<file path="src/rtl/aw_arb_pkg.sv">
// aw_arb_pkg: shared types and constants for the AW write-address scheduler.
//   aw_arb_state_t  : arbiter FSM states (IDLE arbitrates, GRANT presents AW).
//   GRANT_CNT_WIDTH : width of each per-master grant statistics counter.
package aw_arb_pkg;

  typedef enum logic {IDLE, GRANT} aw_arb_state_t;

  localparam int unsigned GRANT_CNT_WIDTH = 16;

endpackage

</file>
<file path="src/rtl/mst_idx_fifo.sv">
// mst_idx_fifo: single-clock synchronous FIFO holding granted master indices
// in AW order so the W path can route write data bursts.
// Ports:
//   clk, rst      : clock, synchronous active-high reset (empties the FIFO)
//   push_i/data_i : write an entry (ignored when full)
//   pop_i         : drop the head entry (ignored when empty)
//   data_o        : head entry, '0 while empty
//   valid_o       : FIFO holds at least one entry
//   full_o        : FIFO holds DEPTH entries
module mst_idx_fifo #(
  parameter int unsigned WIDTH = 1,
  parameter int unsigned DEPTH = 4
) (
  input  logic             clk,
  input  logic             rst,
  input  logic             push_i,
  input  logic [WIDTH-1:0] data_i,
  input  logic             pop_i,
  output logic [WIDTH-1:0] data_o,
  output logic             valid_o,
  output logic             full_o
);

  localparam int unsigned PTR_W = (DEPTH > 1) ? $clog2(DEPTH) : 1;
  localparam int unsigned CNT_W = $clog2(DEPTH + 1);

  logic [WIDTH-1:0] mem_q [DEPTH];
  logic [PTR_W-1:0] wr_ptr_q, wr_ptr_d;
  logic [PTR_W-1:0] rd_ptr_q, rd_ptr_d;
  logic [CNT_W-1:0] cnt_q, cnt_d;
  logic             do_push, do_pop;

  assign valid_o = (cnt_q != '0);
  assign full_o  = (cnt_q == CNT_W'(DEPTH));
  assign data_o  = valid_o ? mem_q[rd_ptr_q] : '0;

  assign do_push = push_i && !full_o;
  assign do_pop  = pop_i && valid_o;

  // DEPTH is a power of two, so the pointers wrap by natural overflow.
  always_comb begin
    wr_ptr_d = wr_ptr_q;
    rd_ptr_d = rd_ptr_q;
    cnt_d    = cnt_q + CNT_W'(do_push) - CNT_W'(do_pop);
    if (do_push) wr_ptr_d = wr_ptr_q + PTR_W'(1);
    if (do_pop)  rd_ptr_d = rd_ptr_q + PTR_W'(1);
  end

  always_ff @(posedge clk) begin
    if (rst) begin
      wr_ptr_q <= '0;
      rd_ptr_q <= '0;
      cnt_q    <= '0;
    end else begin
      wr_ptr_q <= wr_ptr_d;
      rd_ptr_q <= rd_ptr_d;
      cnt_q    <= cnt_d;
    end
  end

  always_ff @(posedge clk) begin
    if (do_push) mem_q[wr_ptr_q] <= data_i;
  end

endmodule

</file>
<file path="src/rtl/aw_arbiter.sv">
// aw_arbiter: round-robin write-address scheduler in front of one slave port.
// Pops the winning master's AW FIFO, presents the beat to the slave with a
// VALID/READY handshake, queues the granted master index for W routing and
// limits outstanding writes until their B responses return.
// Ports:
//   clk, rst                 : clock, synchronous active-high reset
//   mst_empty / mst_pop      : per-master AW FIFO status / pop (one-hot or 0)
//   mst_AW*                  : per-master FIFO front fields, master i in slice i
//   AWID..AWBURST, AWVALID   : registered slave-side AW channel
//   AWREADY                  : slave AW ready
//   BVALID, BREADY           : B handshake, retires one outstanding write
//   wq_idx, wq_valid, wq_pop : head of the W-routing queue and its pop
//   grant_cnt                : per-master grant counters
// Optional: define AW_ARB_STATS_EN to build saturating per-master grant
// counters; otherwise grant_cnt is tied to zero.
module aw_arbiter
  import aw_arb_pkg::*;
#(
  parameter int unsigned NUM_MST         = 2,
  parameter int unsigned ID_WIDTH        = 4,
  parameter int unsigned ADDR_WIDTH      = 32,
  parameter int unsigned LEN_WIDTH       = 4,
  parameter int unsigned SIZE_WIDTH      = 3,
  parameter int unsigned MAX_OUTSTANDING = 8,
  parameter int unsigned WQ_DEPTH        = 4
) (
  input  logic                                  clk,
  input  logic                                  rst,
  input  logic [NUM_MST-1:0]                    mst_empty,
  output logic [NUM_MST-1:0]                    mst_pop,
  input  logic [NUM_MST*ID_WIDTH-1:0]           mst_AWID,
  input  logic [NUM_MST*ADDR_WIDTH-1:0]         mst_AWADDR,
  input  logic [NUM_MST*LEN_WIDTH-1:0]          mst_AWLEN,
  input  logic [NUM_MST*SIZE_WIDTH-1:0]         mst_AWSIZE,
  input  logic [NUM_MST*2-1:0]                  mst_AWBURST,
  output logic [ID_WIDTH-1:0]                   AWID,
  output logic [ADDR_WIDTH-1:0]                 AWADDR,
  output logic [LEN_WIDTH-1:0]                  AWLEN,
  output logic [SIZE_WIDTH-1:0]                 AWSIZE,
  output logic [1:0]                            AWBURST,
  output logic                                  AWVALID,
  input  logic                                  AWREADY,
  input  logic                                  BVALID,
  input  logic                                  BREADY,
  output logic [$clog2(NUM_MST)-1:0]            wq_idx,
  output logic                                  wq_valid,
  input  logic                                  wq_pop,
  output logic [NUM_MST*GRANT_CNT_WIDTH-1:0]    grant_cnt
);

  localparam int unsigned IDX_W = $clog2(NUM_MST);
  localparam int unsigned OUT_W = $clog2(MAX_OUTSTANDING + 1);

  aw_arb_state_t         state_q, state_d;
  logic [IDX_W-1:0]      rr_ptr_q, rr_ptr_d;
  logic [IDX_W-1:0]      winner_q, winner_d;
  logic [OUT_W-1:0]      out_q, out_d;
  logic [ID_WIDTH-1:0]   aw_id_q, aw_id_d;
  logic [ADDR_WIDTH-1:0] aw_addr_q, aw_addr_d;
  logic [LEN_WIDTH-1:0]  aw_len_q, aw_len_d;
  logic [SIZE_WIDTH-1:0] aw_size_q, aw_size_d;
  logic [1:0]            aw_burst_q, aw_burst_d;

  logic                  wq_full;
  logic                  can_arb;
  logic [NUM_MST-1:0]    eligible;
  logic                  found;
  logic [IDX_W-1:0]      win_idx;
  logic                  aw_hs, b_hs;

  assign AWID    = aw_id_q;
  assign AWADDR  = aw_addr_q;
  assign AWLEN   = aw_len_q;
  assign AWSIZE  = aw_size_q;
  assign AWBURST = aw_burst_q;
  assign AWVALID = (state_q == GRANT);

  assign aw_hs = AWVALID && AWREADY;
  assign b_hs  = BVALID && BREADY;

  // Round-robin search starting at rr_ptr, wrapping modulo NUM_MST.
  always_comb begin : rr_search
    int unsigned      cand;
    logic [IDX_W-1:0] cand_idx;
    cand     = 0;
    cand_idx = '0;
    can_arb  = (out_q < OUT_W'(MAX_OUTSTANDING)) && !wq_full;
    eligible = ~mst_empty & {NUM_MST{can_arb}};
    found    = 1'b0;
    win_idx  = '0;
    for (int unsigned k = 0; k < NUM_MST; k++) begin
      cand     = (32'(rr_ptr_q) + k) % NUM_MST;
      cand_idx = IDX_W'(cand);
      if (!found && eligible[cand_idx]) begin
        found   = 1'b1;
        win_idx = cand_idx;
      end
    end
  end

  always_comb begin
    state_d    = state_q;
    rr_ptr_d   = rr_ptr_q;
    winner_d   = winner_q;
    aw_id_d    = aw_id_q;
    aw_addr_d  = aw_addr_q;
    aw_len_d   = aw_len_q;
    aw_size_d  = aw_size_q;
    aw_burst_d = aw_burst_q;
    mst_pop    = '0;
    unique case (state_q)
      IDLE: begin
        // Pop is suppressed while rst is high so no FIFO entry is lost.
        if (found && !rst) begin
          mst_pop[win_idx] = 1'b1;
          winner_d         = win_idx;
          aw_id_d          = mst_AWID[win_idx*ID_WIDTH +: ID_WIDTH];
          aw_addr_d        = mst_AWADDR[win_idx*ADDR_WIDTH +: ADDR_WIDTH];
          aw_len_d         = mst_AWLEN[win_idx*LEN_WIDTH +: LEN_WIDTH];
          aw_size_d        = mst_AWSIZE[win_idx*SIZE_WIDTH +: SIZE_WIDTH];
          aw_burst_d       = mst_AWBURST[win_idx*2 +: 2];
          state_d          = GRANT;
        end
      end
      GRANT: begin
        if (AWREADY) begin
          state_d  = IDLE;
          rr_ptr_d = (winner_q == IDX_W'(NUM_MST - 1)) ? '0 : winner_q + IDX_W'(1);
        end
      end
      default: state_d = IDLE;
    endcase
  end

  always_comb begin
    out_d = out_q;
    if (aw_hs && !b_hs)                out_d = out_q + OUT_W'(1);
    else if (!aw_hs && b_hs && out_q != '0) out_d = out_q - OUT_W'(1);
  end

  always_ff @(posedge clk) begin
    if (rst) begin
      state_q    <= IDLE;
      rr_ptr_q   <= '0;
      winner_q   <= '0;
      out_q      <= '0;
      aw_id_q    <= '0;
      aw_addr_q  <= '0;
      aw_len_q   <= '0;
      aw_size_q  <= '0;
      aw_burst_q <= '0;
    end else begin
      state_q    <= state_d;
      rr_ptr_q   <= rr_ptr_d;
      winner_q   <= winner_d;
      out_q      <= out_d;
      aw_id_q    <= aw_id_d;
      aw_addr_q  <= aw_addr_d;
      aw_len_q   <= aw_len_d;
      aw_size_q  <= aw_size_d;
      aw_burst_q <= aw_burst_d;
    end
  end

  mst_idx_fifo #(
    .WIDTH (IDX_W),
    .DEPTH (WQ_DEPTH)
  ) u_wq (
    .clk     (clk),
    .rst     (rst),
    .push_i  (aw_hs),
    .data_i  (winner_q),
    .pop_i   (wq_pop),
    .data_o  (wq_idx),
    .valid_o (wq_valid),
    .full_o  (wq_full)
  );

`ifdef AW_ARB_STATS_EN
  logic [GRANT_CNT_WIDTH-1:0] cnt_q [NUM_MST];

  always_ff @(posedge clk) begin
    if (rst) begin
      for (int unsigned i = 0; i < NUM_MST; i++) cnt_q[i] <= '0;
    end else if (aw_hs && cnt_q[winner_q] != '1) begin
      cnt_q[winner_q] <= cnt_q[winner_q] + GRANT_CNT_WIDTH'(1);
    end
  end

  always_comb begin
    grant_cnt = '0;
    for (int unsigned i = 0; i < NUM_MST; i++)
      grant_cnt[i*GRANT_CNT_WIDTH +: GRANT_CNT_WIDTH] = cnt_q[i];
  end
`else
  assign grant_cnt = '0;
`endif

endmodule

</file>
<file path="config.mk">
export PLATFORM = sky130hd
export DESIGN_NAME = aw_arbiter
export DESIGN_NICKNAME = d
export VERILOG_FILES = /design/src/rtl/aw_arb_pkg.sv /design/src/rtl/mst_idx_fifo.sv /design/src/rtl/aw_arbiter.sv
export SDC_FILE = /design/constraint.sdc
export NUM_CORES = 1
export LEC_CHECK = 0
export CAP_MARGIN = 20
export CORE_MARGIN = 5
export CORE_UTILIZATION = 36
export CTS_CLUSTER_DIAMETER = 80
export CTS_CLUSTER_SIZE = 16
export DETAILED_ROUTE_END_ITERATION = 8
export HOLD_SLACK_MARGIN = 0.06
export MAX_ROUTING_LAYER = met4
export PLACE_DENSITY = 0.77
export RECOVER_POWER = 25
export SKIP_CTS_REPAIR_TIMING = 1
export SLEW_MARGIN = 40
export SYNTH_ARGS = -nofsm -noshare
export SYNTH_HDL_FRONTEND = slang
export SYNTH_SLANG_ARGS = --single-unit
</file>
<file path="constraint.sdc">
create_clock -name clk -period 5.29 [get_ports clk]
set_clock_uncertainty 0.2 [all_clocks]
set_input_delay 0.529 -clock clk [delete_from_list [all_inputs] [get_ports clk]]
set_output_delay 0.529 -clock clk [all_outputs]
set_load 0.05 [all_outputs]
</file>
==> results.py, run 1 <==
metrics = {
    "outcome": {
        "status": "complete, no violations",
    },
    "worst_hold_path": {
        "hold_path.class": "register to register",
    },
    "routing": {
        "routed-wl-met3_microns": 718,
        "drt-met1-wl_mm": 3.59,
        "drcViolationCount": 0,
        "ant_nets": 0,
        "wl_met2_mm": 4.06,
        "vias": 2736,
        "top_layer_used": "met4",
        "drt_wl_total_mm": 8.42,
        "wl_per_cell_microns": 14.4,
        "drtIter0Drc": 111,
        "firstDrtPassIters": 4,
        "via_per_inst": 4.67,
    },
    "die": {
        "rows": 35,
        "die-area_sq_mm": 0.0113,
        "core-area_sq_mm": 0.00915,
        "start_util_pct": 36.7,
        "ios": 180,
        "fp.dieH_microns": 107,
        "die_w_microns": 107,
    },
    "power": {
        "leakage_nw": 2.07,
        "ir_worst_vdd_mv": 0.189,
        "power.density_mw_per_mm2": 464,
    },
    "synthesis": {
        "synth_seq_cells": 65,
        "synth.largest_area_cell": "dfxtp_1",
        "synthArstFlopShare_pct": 0,
        "synthTopCellsByArea": "dfxtp_1 (36%), mux2i_1 (14%), a211oi_2 (8.6%), buf_4 (8.1%), nor2_1 (5.9%)",
        "syn_avg_cell_area_sq_um": 10.1,
        "synthDistinctLibCells": 39,
        "synth_compound_area_share_pct": 16.7,
        "synth_area_sq_mm": 0.00335,
        "yosysSeqAreaShare_pct": 40.0,
        "yosys.area_share.adder_pct": 4.18,
        "syn_inst": 331,
        "yosys.area_share.simple_pct": 10.9,
        "ys_warn_count": 0,
        "synth_xor_area_share_pct": 1.57,
        "yosysTopAreaCellShare_pct": 36.4,
        "synth_top_family_by_area": "compound AO/OA/AOI/OAI gates",
        "yosysMostFrequentCell": "dfxtp_1",
        "synth_edf_count": 4,
        "yosys-top-cells-count": "dfxtp_1 (61), nor2_1 (53), mux2i_1 (47)",
        "synthMuxAreaShare_pct": 14.7,
        "synth_flop_cell": "dfxtp_1",
    },
    "finish": {
        "fillers": 819,
        "fin_cells": 586,
        "drive_gt1_share_pct": 10.1,
        "multiInputGateArea_sq_mm": 0.00174,
        "final-seq-area_sq_mm": 0.00134,
        "finalNetCount": 579,
        "antenna_cells": 0,
        "syn2layout_area_growth_pct": 47.7,
        "fin_util_pct": 54.1,
    },
    "timing": {
        "finalCriticalPeriod_ns": 4.14,
        "relSlewSlack_pct": 24.0,
        "worst_pin_slew_ns": 1.14,
        "setup_viol": 0,
        "hold_viol_final": 0,
        "setup_tns_ns": 0,
        "fmax_mhz": 242,
        "finalMaxSlewViolations": 0,
        "holdWs_ns": 0.296,
        "post-route-period-util_pct": 78.2,
        "rsz0062_at_grt": "false",
    },
    "grt": {
        "overflow": 0,
        "grt_pass1_vias": 2885,
        "grt_pass1_wl_mm": 13.3,
        "grt_usage_pct": 15.1,
        "antenna_found_initial": 0,
        "grt_max_degree": 64,
    },
    "setup_path": {
        "critPathArrivalTime_ns": 3.41,
        "critPathTopFamily": "buffers and inverters",
        "slowest_stage": "clkbuf_1",
        "worstPathRequired_ns": 4.56,
        "crit_chain": "clkdlybuf4s50_1 > a2111oi_4 > clkbuf_1 > and2b_1 > clkdlybuf4s50_1",
        "crit_path_start_kind": "primary input",
        "crit_fanout": 30,
        "cp_common_cell": "clkdlybuf4s50_1",
        "cpPeakStageDelay_ns": 0.88,
        "cp-end-kind": "output pin",
        "path_class": "primary input to output pin",
        "worst-path-buf-inv": 3,
    },
    "clock_network": {
        "clock-sinks": 65,
        "cts_buffer_depth": 2,
        "htree_num_levels": 3,
        "insertion_delay_ns": 0.33,
        "cts_root_buffer": "clkbuf_8",
        "cts_buffers": 9,
        "tritoncts": "done",
        "clk_pin_slew_ns": 0.06,
    },
    "flow_run": {
        "drv_cap": 0,
    },
    "placed_design": {
        "placedCellCount": 570,
        "routabilityCongestion": 0.777,
        "hpwl_mm": 6.41,
        "portBuffers": 147,
    },
}
final cells by class:
| class | count | area share [%] |
|---|---|---|
| clock inverter | 6 | 1.19 |
| timing repair buffer | 152 | 30.7 |
| clock buffer | 9 | 2.50 |
| sequential | 65 | 27.1 |
| inverter | 7 | 0.530 |
| multi-input combinational | 236 | 35.2 |
| tap | 111 | 2.80 |
logic make-up (layout without fill, tap and decap cells):
family	count (synthesis)	count (layout)
compound gates	59	59
buf+inv	61	174
flops	65	65
simple gates	81	81
other cells	1	32
mux	48	48
fa+ha+maj	10	10
xor+xnor	6	6
state kept, by name (all words and copies together), names as in the netlist, named ones only:
register       cells
AWBURST            2
AWSIZE             3
rr_ptr_q           1
u_wq.cnt_q         3
AWID               4
u_wq.rd_ptr_q      2
AWADDR            32
u_wq.wr_ptr_q      2
AWVALID            1
winner_q           1
u_wq.mem_q         4
out_q              4
AWLEN              4
through the flow:
stage / area, sq um / power, W / setup WS, ns
after floorplan: 3470 / 0.00159 / 2.64
after global placement: 4750 / 0.00189 / 1.75
after global routing: 4950 / 0.00244 / 0.977
final: 4950 / 0.00230 / 1.15
after detailed placement: 4750 / 0.00192 / 1.74
after CTS: 4930 / 0.00233 / 1.72
metal layers:
metal | track usage, % | up-vias
met2 | 24.5 | 116
met4 | 4.84 | 0
met1 | 17.2 | 1246
met5 | - | -
li1 | - | 1370
met3 | 5.83 | 4
final timing paths:
kind / to / slack, ns / cells after the start / start
setup / recovery: mst_pop[1] / 1.15 / 5 / mst_empty[1]
hold / removal: AWID[0]$_SDFFE_PP0P_ / 0.30 / 2 / AWID[0]$_SDFFE_PP0P_
setup reg to reg: u_wq.cnt_q[2]$_SDFF_PP0_ / 2.71 / 7 / u_wq.cnt_q[2]$_SDFF_PP0_
hold reg to reg: AWID[0]$_SDFFE_PP0P_ / 0.30 / 2 / AWID[0]$_SDFFE_PP0P_
cell usage in the layout (no fill, tap or decap), drive strengths merged, types with 5 or more instances in the layout:
master and instances:
dlygate4sd3 12, inv 8, a21oi 6, nor2 53, buf 5, a211oi 45
and2 6, mux2i 47, dfxtp 61, clkbuf 10, ha 8, conb 32
clkdlybuf4s50 134
tightest hold or removal path: cells and delay by family, from the launching register on:
| kind | cells | cell delay [ns] |
|---|---|---|
| flip-flops | 1 | 0.30 |
| AO/OA/AOI/OAI | 1 | 0.05 |
| AND/OR/NAND/NOR | 1 | 0.09 |
where the power goes:
part / switching [W] / internal, W
combinational: 0.000755 / 0.000441
clock: 0.000187 / 0.000213
sequential: 0.0000783 / 0.000624
Power figures use the tool's default switching activity.
==> inputs of run 2 (changes only) <==
Settings changed: PLACE_DENSITY 0.77 to 0.8.
Clock period 5.29 ns to 3.5 ns, I/O delays scaled along.
==> run 2 against run 1 <==
Via count increased by 1.8%. Sequential share of layout area down 0.19 points. Register-to-register slack lost 1.9 ns. Cell count is 0.51% higher. Count of clock-buffer cells in the layout increased by 2. Combinational power up 52%. Critical endpoint is now u_wq.cnt_q[2]$_SDFF_PP0_. Global-route usage grew 0.50 points. Routed wire length up 4.5%. Hold slack worse by 0.046 ns. First-iteration DRC count down 28%. Clock power is 60% higher. Critical path depth rose by 2.
==> results.py, run 2 (synthesis results as in run 1) <==
metrics = {
    "routing": {
        "wl_per_cell_microns": 15.0,
        "via_per_inst": 4.73,
        "drtIter0Drc": 80,
        "drt-met1-wl_mm": 3.57,
        "drt_wl_total_mm": 8.81,
        "vias": 2784,
        "firstDrtPassIters": 4,
        "top_layer_used": "met4",
        "ant_nets": 0,
        "wl_met2_mm": 4.32,
        "routed-wl-met3_microns": 787,
        "drcViolationCount": 0,
    },
    "timing": {
        "finalCriticalPeriod_ns": 2.67,
        "setup_viol": 0,
        "finalMaxSlewViolations": 0,
        "rsz0062_at_grt": "false",
        "worst_pin_slew_ns": 0.791,
        "relSlewSlack_pct": 47.3,
        "post-route-period-util_pct": 76.4,
        "setup_tns_ns": 0,
        "fmax_mhz": 374,
        "hold_viol_final": 0,
        "holdWs_ns": 0.250,
    },
    "grt": {
        "grt_max_degree": 69,
        "antenna_found_initial": 0,
        "grt_pass1_wl_mm": 13.7,
        "grt_pass1_vias": 2853,
        "overflow": 0,
        "grt_usage_pct": 15.6,
    },
    "placed_design": {
        "placedCellCount": 573,
        "routabilityCongestion": 0.784,
        "portBuffers": 147,
        "placed_cell_area_sq_mm": 0.00479,
        "hpwl_mm": 6.76,
    },
    "finish": {
        "antenna_cells": 0,
        "mostFrequentLayoutCells": "clkdlybuf4s50_1 (130), dfxtp_1 (61), nor2_1 (53)",
        "drive_gt1_share_pct": 11.1,
        "fin_cells": 589,
        "final_area_sq_mm": 0.00499,
        "largest_reg_flops": 32,
        "final_common_cell": "clkdlybuf4s50_1",
        "syn2layout_area_growth_pct": 48.7,
        "finalNetCount": 581,
    },
    "setup_path": {
        "worst-r2r-setup-slack_ns": 0.83,
        "cp-end-kind": "register",
        "critPathArrivalTime_ns": 2.66,
        "crit_fanout": 7,
        "r2r_end": "u_wq.cnt_q[2]$_SDFF_PP0_",
        "reg2regPathDepth": 7,
        "worstPathRequired_ns": 3.49,
        "crit_path_start_kind": "register",
        "path_class": "register to register",
        "worstReg2RegStart": "u_wq.cnt_q[2]$_SDFF_PP0_",
    },
    "power": {
        "power_w": 0.00352,
        "leakage_nw": 2.10,
        "ir_worst_vdd_mv": 0.307,
        "power.density_mw_per_mm2": 706,
    },
    "clock_network": {
        "clock-sinks": 65,
        "tritoncts": "done",
        "clk_pin_slew_ns": 0.07,
        "htree_num_levels": 3,
        "insertion_delay_ns": 0.33,
        "cts_buffers": 9,
        "cts_root_buffer": "clkbuf_8",
        "cts_buffer_depth": 2,
    },
    "worst_hold_path": {
        "hold_path.class": "primary input to register",
        "hold_path_depth": 3,
        "whs_endpoint": "out_q[3]$_SDFFE_PP0P_",
        "worstHoldStart": "rst",
    },
    "die": {
        "ios": 180,
        "fp.dieH_microns": 107,
        "core-area_sq_mm": 0.00915,
        "rows": 35,
        "die_w_microns": 107,
        "die-area_sq_mm": 0.0113,
        "start_util_pct": 36.7,
    },
    "flow_run": {
        "drv_cap": 0,
    },
    "outcome": {
        "status": "complete, no violations",
    },
}
-- run 2: cell type report --
| type | instances | area, sq um |
|---|---|---|
| fillers | 836 | 4160 |
| multi-input cells | 236 | 1740 |
| repair buffers | 154 | 1540 |
| flip-flops and latches | 65 | 1340 |
| clock buffers | 11 | 141 |
| well taps | 111 | 139 |
| clock inverters | 5 | 55.1 |
| inverters | 7 | 26.3 |
-- run 2: how the worst max path moves through the flow --
stage / from / end / slack, ns / cells after the start
2_1_floorplan: AWVALID$_SDFF_PP0_ / out_q[3]$_SDFFE_PP0P_ / 0.87 / 8
3_3_place_gp: AWREADY / out_q[3]$_SDFFE_PP0P_ / 0.73 / 9
3_5_place_dp: AWREADY / out_q[3]$_SDFFE_PP0P_ / 0.66 / 9
4_1_cts: u_wq.cnt_q[2]$_SDFF_PP0_ / u_wq.cnt_q[2]$_SDFF_PP0_ / 0.85 / 7
5_1_grt: u_wq.cnt_q[2]$_SDFF_PP0_ / u_wq.cnt_q[2]$_SDFF_PP0_ / 0.71 / 7
6_report: u_wq.cnt_q[2]$_SDFF_PP0_ / u_wq.cnt_q[2]$_SDFF_PP0_ / 0.83 / 7
-- run 2: layer usage --
metal  GRT usage (%)  vias to the layer above
li1                -                     1381
met1            18.3                     1266
met2            25.1                      124
met3            5.34                       13
met4            5.39                        0
met5               -                        -
-- run 2: worst max-delay path, cell delays in order (launching register included) --
cell     delay [ns]
dfxtp_1        0.39
nor3b_1        0.60
nor2_1         0.27
ha_1           0.29
fa_1           0.38
xnor2_1        0.21
xnor2_1        0.14
nor2_1         0.06
-- run 2: metrics by stage --
step                      setup slack [ns]  utilization, %
after floorplan                      0.869               -
after global routing                 0.707            54.5
after CTS                            0.846            54.5
after detailed placement             0.664            52.4
final                                0.827            54.5
after global placement               0.732            52.0
-- run 2: report_power, final --
part,switching [W],internal (W),total (W),leakage [nW]
combinational,0.00115,0.000671,0.00182,1.46
clock,0.000292,0.000346,0.000638,0.0953
sequential,0.000124,0.000943,0.00107,0.539
==> inputs of run 3 (changes only) <==
Settings changed: PLACE_DENSITY 0.8 to 0.77.
Clock period 3.5 ns to 2.55 ns, I/O delays scaled along.
==> run 3 against run 2 <==
Combinational power increased by 39%. Routed wire length decreased by 3.1%. Hold slack got worse by 0.13 ns. Cell count increased by 0.68%. Via count decreased by 2.6%. Final area increased by 1.5%. Die area unchanged. Global-route usage decreased by 0.32 points. Register-to-register slack got worse by 0.60 ns. Non-clock buffer count increased by 4.
==> results.py, run 3 (synthesis results as in run 1) <==
metrics = {
    "power": {
        "power.density_mw_per_mm2": 979,
        "ir_worst_vdd_mv": 0.396,
        "leakage_nw": 2.12,
    },
    "die": {
        "start_util_pct": 36.7,
        "rows": 35,
        "ios": 180,
        "die-area_sq_mm": 0.0113,
        "fp.dieH_microns": 107,
        "core-area_sq_mm": 0.00915,
        "die_w_microns": 107,
    },
    "timing": {
        "worst_pin_slew_ns": 0.796,
        "rsz0062_at_grt": "false",
        "post-route-period-util_pct": 97.5,
        "hold_viol_final": 0,
        "setup_tns_ns": 0,
        "finalMaxSlewViolations": 0,
        "relSlewSlack_pct": 46.9,
        "setup_viol": 0,
        "finalCriticalPeriod_ns": 2.49,
        "fmax_mhz": 402,
    },
    "worst_hold_path": {
        "hold_path.class": "primary input to register",
    },
    "finish": {
        "final_common_cell": "clkdlybuf4s50_1",
        "final_area_sq_mm": 0.00506,
        "fillers": 809,
        "largest_reg_flops": 32,
        "syn2layout_area_growth_pct": 50.9,
        "finalNetCount": 585,
        "mostFrequentLayoutCells": "clkdlybuf4s50_1 (135), dfxtp_1 (61), nor2_1 (53)",
        "antenna_cells": 0,
        "drive_gt1_share_pct": 11.2,
    },
    "routing": {
        "vias": 2712,
        "drtIter0Drc": 71,
        "drcViolationCount": 0,
        "wl_per_cell_microns": 14.4,
        "firstDrtPassIters": 4,
        "via_per_inst": 4.57,
        "ant_nets": 0,
        "drt_wl_total_mm": 8.53,
    },
    "clock_network": {
        "htree_num_levels": 3,
        "cts_buffers": 9,
        "cts_root_buffer": "clkbuf_8",
        "clk_pin_slew_ns": 0.08,
        "cts_buffer_depth": 2,
        "tritoncts": "done",
        "insertion_delay_ns": 0.33,
        "clock-sinks": 65,
    },
    "placed_design": {
        "placed_cell_area_sq_mm": 0.00486,
        "portBuffers": 147,
        "routabilityCongestion": 0.747,
        "hpwl_mm": 6.66,
    },
    "grt": {
        "grt_usage_pct": 15.3,
        "grt_pass1_wl_mm": 13.7,
        "overflow": 0,
        "grt_pass1_vias": 2865,
        "antenna_found_initial": 0,
        "grt_max_degree": 61,
    },
    "setup_path": {
        "crit_fanout": 1,
        "critPathArrivalTime_ns": 2.03,
        "path_class": "register to output pin",
        "cp-end-kind": "output pin",
        "crit_path_start_kind": "register",
        "worstPathRequired_ns": 2.10,
        "worst-r2r-setup-slack_ns": 0.23,
    },
    "outcome": {
        "status": "complete, no violations",
    },
    "flow_run": {
        "drv_cap": 0,
    },
}
[run 3: cell count changes in the layout (fill, tap and decap cells not counted), sizes merged]
cell / delta
clkinv: +2
dlygate4sd3: -5
clkinvlp: -1
clkbuf: +2
clkdlybuf4s50: +5
bufinv: +1
[run 3: routing by layer]
| layer | vias up | wire [microns] | part of all wire (%) | GRT usage, % |
|---|---|---|---|---|
| li1 | 1382 | - | - | - |
| met5 | - | 0 | 0 | - |
| met1 | 1209 | 3570 | 42 | 17.6 |
| met3 | 2 | 669 | 7.8 | 4.31 |
| met2 | 119 | 4270 | 50 | 26.1 |
| met4 | 0 | 25 | 0.29 | 4.38 |
[run 3: where the power goes]
group / switching [W] / leakage (nW) / internal, W
clock network: 0.000414 / 0.109 / 0.000550
registers: 0.000163 / 0.539 / 0.00129
logic: 0.00157 / 1.47 / 0.000960
[run 3: worst paths after layout]
check | end | cells after the start | start
setup / recovery | wq_idx | 3 | register
hold / removal | out_q[3]$_SDFFE_PP0P_ | 3 | rst
setup reg to reg | u_wq.cnt_q[2]$_SDFF_PP0_ | 8 | u_wq.cnt_q[1]$_SDFF_PP0_
hold reg to reg | out_q[3]$_SDFFE_PP0P_ | 2 | out_q[3]$_SDFFE_PP0P_
[run 3: metrics by stage]
step	cells	total power, W	util [%]	setup WS (ns)	hold slack [ns]
global placement	577	0.00400	53.1	0.164	0.272
finish	593	0.00496	55.3	0.0646	0.119
CTS	593	0.00506	55.5	0.0271	0.0957
detailed placement	577	0.00407	53.1	0.107	0.283
floorplan	362	0.00329	-	0.155	0.255
global route	593	0.00526	55.3	0.00830	0.108
[run 3: final cells by class]
type / instances / area, sq um / area share, %
Clock inverter: 7 / 95.1 / 1.88
Multi-Input combinational cell: 236 / 1740 / 34.5
Timing Repair Buffer: 158 / 1590 / 31.4
Sequential cell: 65 / 1340 / 26.5
Clock buffer: 9 / 124 / 2.45
Tap cell: 111 / 139 / 2.74
Inverter: 7 / 26.3 / 0.519
[run 3: critical path: stages (launching register included)]
cell and delay, ns:
dfxtp_1 0.35, mux4_2 0.50, and2_1 0.16, clkdlybuf4s50_1 0.69
